[config.mk]
export PLATFORM = sky130hd
export DESIGN_NAME = line_drawing_control
export DESIGN_NICKNAME = d
export VERILOG_FILES = /design/src/rtl/line_drawing_control.sv
export SDC_FILE = /design/constraint.sdc
export NUM_CORES = 1
export LEC_CHECK = 0
export ABC_CLOCK_PERIOD_IN_PS = 1300
export BUFFER_PORTS_ARGS = -buffer_cell sky130_fd_sc_hd__buf_2
export CORE_AREA = 4 4 41 43
export CTS_BUF_LIST = sky130_fd_sc_hd__clkbuf_8
export CTS_CLUSTER_DIAMETER = 120
export CTS_CLUSTER_SIZE = 28
export DETAILED_ROUTE_END_ITERATION = 8
export DIE_AREA = 0 0 45 47
export PLACE_DENSITY = 0.67
export SETUP_SLACK_MARGIN = 0.15
export SLEW_MARGIN = 5
export SYNTH_ARGS = -nofsm -noshare
export SYNTH_HDL_FRONTEND = slang
export SYNTH_SLANG_ARGS = --single-unit
[constraint.sdc]
create_clock -name clk -period 1.3 [get_ports clk]
set_input_delay 0.26 -clock clk [delete_from_list [all_inputs] [get_ports clk]]
set_output_delay 0.26 -clock clk [all_outputs]
set_load 0.01 [all_outputs]
[src/rtl/line_drawing_control.sv]
// Sequencing FSM for the Bresenham line datapath: issues load/swap/setup/loop
// strobes in order, hands each pixel to the plot port via req/ack, pulses done.
module line_drawing_control (
  input  logic clk,
  input  logic reset,
  input  logic start,
  input  logic steep,
  input  logic x0_gt_x1,
  input  logic x_lte_x1,
  input  logic err_ge0,
  input  logic plot_ack,
  output logic ld,
  output logic swap_1,
  output logic swap_2,
  output logic ld_delta_x,
  output logic ld_delta_y,
  output logic ld_y_step,
  output logic ld_err,
  output logic ld_x,
  output logic ld_y,
  output logic add_dy_err,
  output logic decr_err,
  output logic incr_x,
  output logic incr_y,
  output logic plot_req,
  output logic steep_r,
  output logic busy,
  output logic done
);

  typedef enum logic [3:0] {
    S_IDLE, S_LOAD, S_STEEP, S_ORDER, S_DELTA,
    S_INIT, S_PLOT, S_ACC, S_ADJ, S_DONE
  } state_t;

  state_t state;

  // NOTE: sequential state uses non-blocking assignments so every register
  // samples pre-edge values regardless of statement order.
  always_ff @(posedge clk or posedge reset) begin
    if (reset) begin
      state   <= S_IDLE;
      steep_r <= 1'b0;
    end else begin
      case (state)
        S_IDLE:  if (start) state <= S_LOAD;
        S_LOAD: begin
          steep_r <= 1'b0;
          state   <= S_STEEP;
        end
        S_STEEP: begin
          steep_r <= steep;
          state   <= S_ORDER;
        end
        S_ORDER: state <= S_DELTA;
        S_DELTA: state <= S_INIT;
        S_INIT:  state <= S_PLOT;
        S_PLOT:  if (plot_ack) state <= S_ACC;
        S_ACC:   state <= S_ADJ;
        S_ADJ:   state <= x_lte_x1 ? S_PLOT : S_DONE;
        S_DONE:  state <= S_IDLE;
        default: state <= S_IDLE;
      endcase
    end
  end

  // Strobes decode from state alone, except the three flag-qualified ones,
  // which must follow the datapath flag within the same cycle.
  // NOTE: every output gets a default before the case, so no path can
  // leave one unassigned and infer a latch.
  always_comb begin
    ld         = 1'b0;
    swap_1     = 1'b0;
    swap_2     = 1'b0;
    ld_delta_x = 1'b0;
    ld_delta_y = 1'b0;
    ld_y_step  = 1'b0;
    ld_err     = 1'b0;
    ld_x       = 1'b0;
    ld_y       = 1'b0;
    add_dy_err = 1'b0;
    decr_err   = 1'b0;
    incr_x     = 1'b0;
    incr_y     = 1'b0;
    plot_req   = 1'b0;
    done       = 1'b0;
    busy       = (state != S_IDLE);
    case (state)
      S_LOAD:  ld = 1'b1;
      S_STEEP: swap_1 = steep;
      S_ORDER: swap_2 = x0_gt_x1;
      S_DELTA: begin
        ld_delta_x = 1'b1;
        ld_delta_y = 1'b1;
        ld_y_step  = 1'b1;
      end
      S_INIT: begin
        ld_err = 1'b1;
        ld_x   = 1'b1;
        ld_y   = 1'b1;
      end
      S_PLOT:  plot_req = 1'b1;
      S_ACC: begin
        add_dy_err = 1'b1;
        incr_x     = 1'b1;
      end
      S_ADJ: begin
        incr_y   = err_ge0;
        decr_err = err_ge0;
      end
      S_DONE:  done = 1'b1;
      default: ;
    endcase
  end

endmodule
* After elaboration in Yosys (flattened, before gate mapping)
Index checks and enable logic that the tools add are counted.
** Storage, ports and cells
- Logic and storage cells :: 31
- Output and inout bits :: 17
- Register bits after elaboration :: 5
- Input bits :: 8
** Cells by class
- Eq/ne operators :: 11
- Mux-type cells :: 14
- Reductions and logical operators :: 4
** Operators with widths (number)
- 4-bit one-hot mux with 9 select lines :: 1
- 4-bit by 3-bit == test with 1-bit output (second input constant) :: 4
- 4-bit two-way mux :: 3
- 1-bit two-way mux :: 9
- 4-bit by 2-bit == test with 1-bit output (second input constant) :: 2
- 4-bit == test (second input constant) :: 2
- 4-bit by 1-bit == test with 1-bit output (second input constant) :: 1
- 4-bit logical NOT :: 1
- 2-bit != test (second input constant) :: 2
- 4-bit nonzero test :: 1
- 1-bit one-hot mux with 2 select lines :: 1
- 2-bit AND reduction :: 1
- 2-bit nonzero test :: 1

* Depth between registers and ports, before layout
- Depth in word-level cells :: 3
- Gate-level depth with buffers :: 4
- Mapped depth without buffers :: 3

* Worst setup path before layout
Ideal clock, no wire load.
- Path type :: flip-flop to output port
- Start point :: reg state[3]
- End point :: out ld_delta_y
- Path slack :: -0.188 ns
- Stages on the path, launching flop included :: 5
- Arrival :: 1.228 ns
- Required time :: 1.040 ns
- Path buffers :: 2
- Path through :: dfrtp_1 buf_4 nand2b_4 nor3_1 buf_4
** On the way
- Longest elaborated chain between the ends :: 2
** Ends and longest elaborated chain
- from (decl) :: RTL line 36 : state_t state;
- from (signal assigned) :: RTL line 60 : S_ADJ: state <= x_lte_x1 ? S_PLOT : S_DONE;
- 4-bit by 3-bit == test with 1-bit output
- 1-bit two-way mux
- to (decl) :: RTL line 16 : output logic ld_delta_y,
No other way between the ends.

* Worst setup path in the final report
- Start point :: reg state[1]
- End point :: out decr_err
** On the way
- Longest elaborated chain between the ends :: 2
** Ends and longest elaborated chain
- 4-bit == test :: RTL line 88 : case (state)
- 1-bit two-way mux :: RTL line 88
- to (decl) :: RTL line 22 : output logic decr_err,
No other way between the ends.

==> out/results.md <==
| Result | Reported | Unit |
|:---|:---|:---|
| Outcome | finished, violations left | - |
| Violations in the final reports | setup timing | - |
| Post-synthesis async set-or-reset flop share | 100 | % |
| Area Growth Syn to Fin | 102 | % |
| Fraction of layout cells with a size suffix above 1 | 84.3 | % |
| Average vias per placed instance | 4.86 | - |
| WHS | 0.327 | ns |
| Post-detailed-placement half-perimeter wirelength | 868 | um |
| Buffers added on ports | 24 | - |
| Setup repair after global routing missed its margin | yes | - |
| Post-Synthesis Net Count | 57 | - |
| Post-synth design cell area | 458 | um^2 |
| Data arrival time of the critical path | 1.27 | ns |
| Count of placed standard cells in the final layout, fillers left out | 104 | - |
| Share of the yosys chip area belonging to registers | 27.3 | % |
| Maximum operating frequency | 0.653 | GHz |
| Clock insertion delay at the later pin of the skew report | 0.22 | ns |
| Routability congestion estimate from global placement | 0.713 | - |
| Post-route DRC violation count | 0 | - |
| Post-synthesis cell count | 49 | - |
| Master cell of the clock root buffer | clkbuf_8 | - |
| Detailed Routing Iterations Pass 1 | 4 | - |
| Syn_area_per_cell | 9.35 | um^2 |
| Top cells by instance count after synthesis | buf_4 (7), dfrtp_1 (5), nand2_1 (4), nor2_1 (4) | - |
| DRT Wirelength | 1440 | um |
| Number of clock sinks seen by CTS | 5 | - |
| First-pass GRT wire length | 2130 | um |
| Min cycle time layout | 1.53 | ns |
| TritonCTS clock tree | done | - |
| DR WL/cell | 13.9 | um |
| Number of antenna diodes | 0 | - |
| Number of top-level design ports | 25 | - |
| Die H | 47 | um |
| Max Cap Viol | 0 | - |
| Final Cycle Share | 118 | % |
| Sequence of cells on the critical path | nor4b_4 -> and2_4 -> buf_6 | - |
| Post-layout worst setup margin | -0.232 | ns |
| Maximum vdd ir drop | 1500 | uV |
| CP Class | reg -> out | - |
| First-iteration detailed-routing DRC count | 2 | - |
| Crit end category | output port | - |
| Leakage | 0.455 | nW |
| Post-Route Setup TNS | -2.12 | ns |
| Count of warnings emitted by yosys | 0 | - |
| Post-synth cell types | 24 | - |
| Die Span X | 45 | um |
| Most used standard cell by instance count after synthesis | buf_4 | - |
| Max-slew violations | 0 | - |
| Power after layout | 2.40 | mW |
| Number of buffers on the longest clock path | 2 | - |
| Antenna-violating nets left | 0 | - |
| Top FF cell, synth | dfrtp_1 | - |
| H-tree depth | 1 | - |
| Placeable core region | 1300 | um^2 |
| Placed cells | 86 | - |
| Antenna violations before repair | 0 | - |
| Number of rows in the core area | 13 | - |
| Slew Limit Headroom | 83.2 | % |
| Starting Density | 35.2 | % |
| Fin. Hold Viols | 0 | - |
| Leading post-synthesis cells by cell area | dfrtp_1 (27%), buf_4 (11%), buf_6 (7.4%) | - |
| Vias in the first global route | 496 | - |
| Final clock skew | 0.00177 | ns |
| Critical path startpoint category | flip-flop | - |
| CTS buffer count | 3 | - |
| Via count | 505 | - |
| Setup violation total in the final timing report | 17 | - |
| Max stage delay cell, worst path | dfrtp_2 | - |
| Max FO, Critical Path | 4 | - |
| Clock-pin slew of the registers on the worst-case setup and hold paths | 0.04 | ns |
| Largest area contributor in the netlist | dfrtp_1 | - |
| Area share of the largest cell type after synthesis | 27.3 | % |
| Maximum number of pins on one net before global-route repair | 8 | - |
| Delay of the slowest critical-path stage | 0.43 | ns |
| Number of synthesized flops with an enable pin | 0 | - |
| Transition time at the pin with the least slew margin | 0.250 | ns |
| Flip-flop and latch count after synthesis | 5 | - |
| Hold crit path type | in -> reg | - |
| Global-route usage over all layers | 14.5 | % |
| Final #Nets | 98 | - |
| Pwr/cell area | 2590 | nW/um^2 |
| Leftover overflow at the end of global routing | 0 | - |
| Die outline area | 2120 | um^2 |
| Data required time at the worst endpoint | 1.04 | ns |
## cells by family after synthesis
group,after synthesis,share of synthesized area [%]
and+or+nand+nor,21,30.3
AOI/OAI and AO/OA,9,18.0
xor gates and xnor gates,2,3.83
DFF,5,27.3
buffers and inverters,12,20.5
## per-stage QoR
step	instance area, um^2	util, %	worst slack (ns)
2_1_floorplan	500	-	-0.0459
3_3_place_gp	602	46.3	0.000203
3_5_place_dp	602	46.3	-0.0158
4_1_cts	812	62.4	-0.212
5_1_grt	926	71.2	-0.291
6_report	926	71.2	-0.232
## final timing paths
kind	start	end	slack [ns]	depth (start not counted)
worst max-delay path	state[1]	decr_err	-0.23	3
worst min-delay path	x_lte_x1	state[3]	0.33	2
worst max register to register	state[1]	state[0]	-0.02	6
worst min register to register	steep_r	steep_r	0.53	1
max in group asynchronous	reset	state[1]	0.63	3
min in group asynchronous	reset	state[0]	0.48	3
## per-layer routing
layer / track usage, % / vias up / wire [um]
met3: 1.92 / 2 / 89
li1: - / 240 / -
met5: 0 / - / 0
met4: 12.3 / 0 / 22
met1: 14.5 / 243 / 523
met2: 26.3 / 20 / 805
## critical path, delay by kind of cell, from the launching register on
| kind | cells | cell delay [ns] |
|---|---|---|
| buffers and inverters | 1 | 0.10 |
| flip-flops | 1 | 0.43 |
| AND/OR/NAND/NOR | 2 | 0.52 |
## placed cells by master (no fill, tap or decap), drive strengths merged
cell,instances
o21ai,3
nor3,3
nand2,4
nand2b,2
and2,1
a22o,2
nor3b,2
o41ai,1
xnor2,1
and4b,1
buf,45
o31ai,1
dlygate4sd3,1
xor2,1
inv,3
clkbuf,3
nor2,5
dfrtp,5
nor4b,1
nor2b,2
o21a,1
o22ai,1
## registers in the layout, summed over array words and instances (netlist names)
signal,cells
steep_r,1
state,4
## power by group
group	internal, mW	switching, mW	leakage (nW)
Combinational	0.956	0.788	0.371
Clock	0.203	0.0791	0.0269
Sequential	0.244	0.128	0.0577
## repair_timing
action                                 CTS  global route
pin swaps                                5            10
resized for setup                       22            18
setup buffers                            8             5
hold buffers                             1             0
setup endpoints to repair               19            21
endpoints found under the hold margin    5             0
## cell type report
| class | instances | area [um^2] |
|---|---|---|
| clock buffer | 3 | 41.3 |
| clock inverter | 1 | 3.75 |
| fill | 91 | 375 |
| inverter | 2 | 7.51 |
| multi-input combinational | 32 | 352 |
| sequential | 5 | 130 |
| tap | 15 | 18.8 |
| timing repair buffer | 46 | 373 |
(Power assumes the default switching activity.)
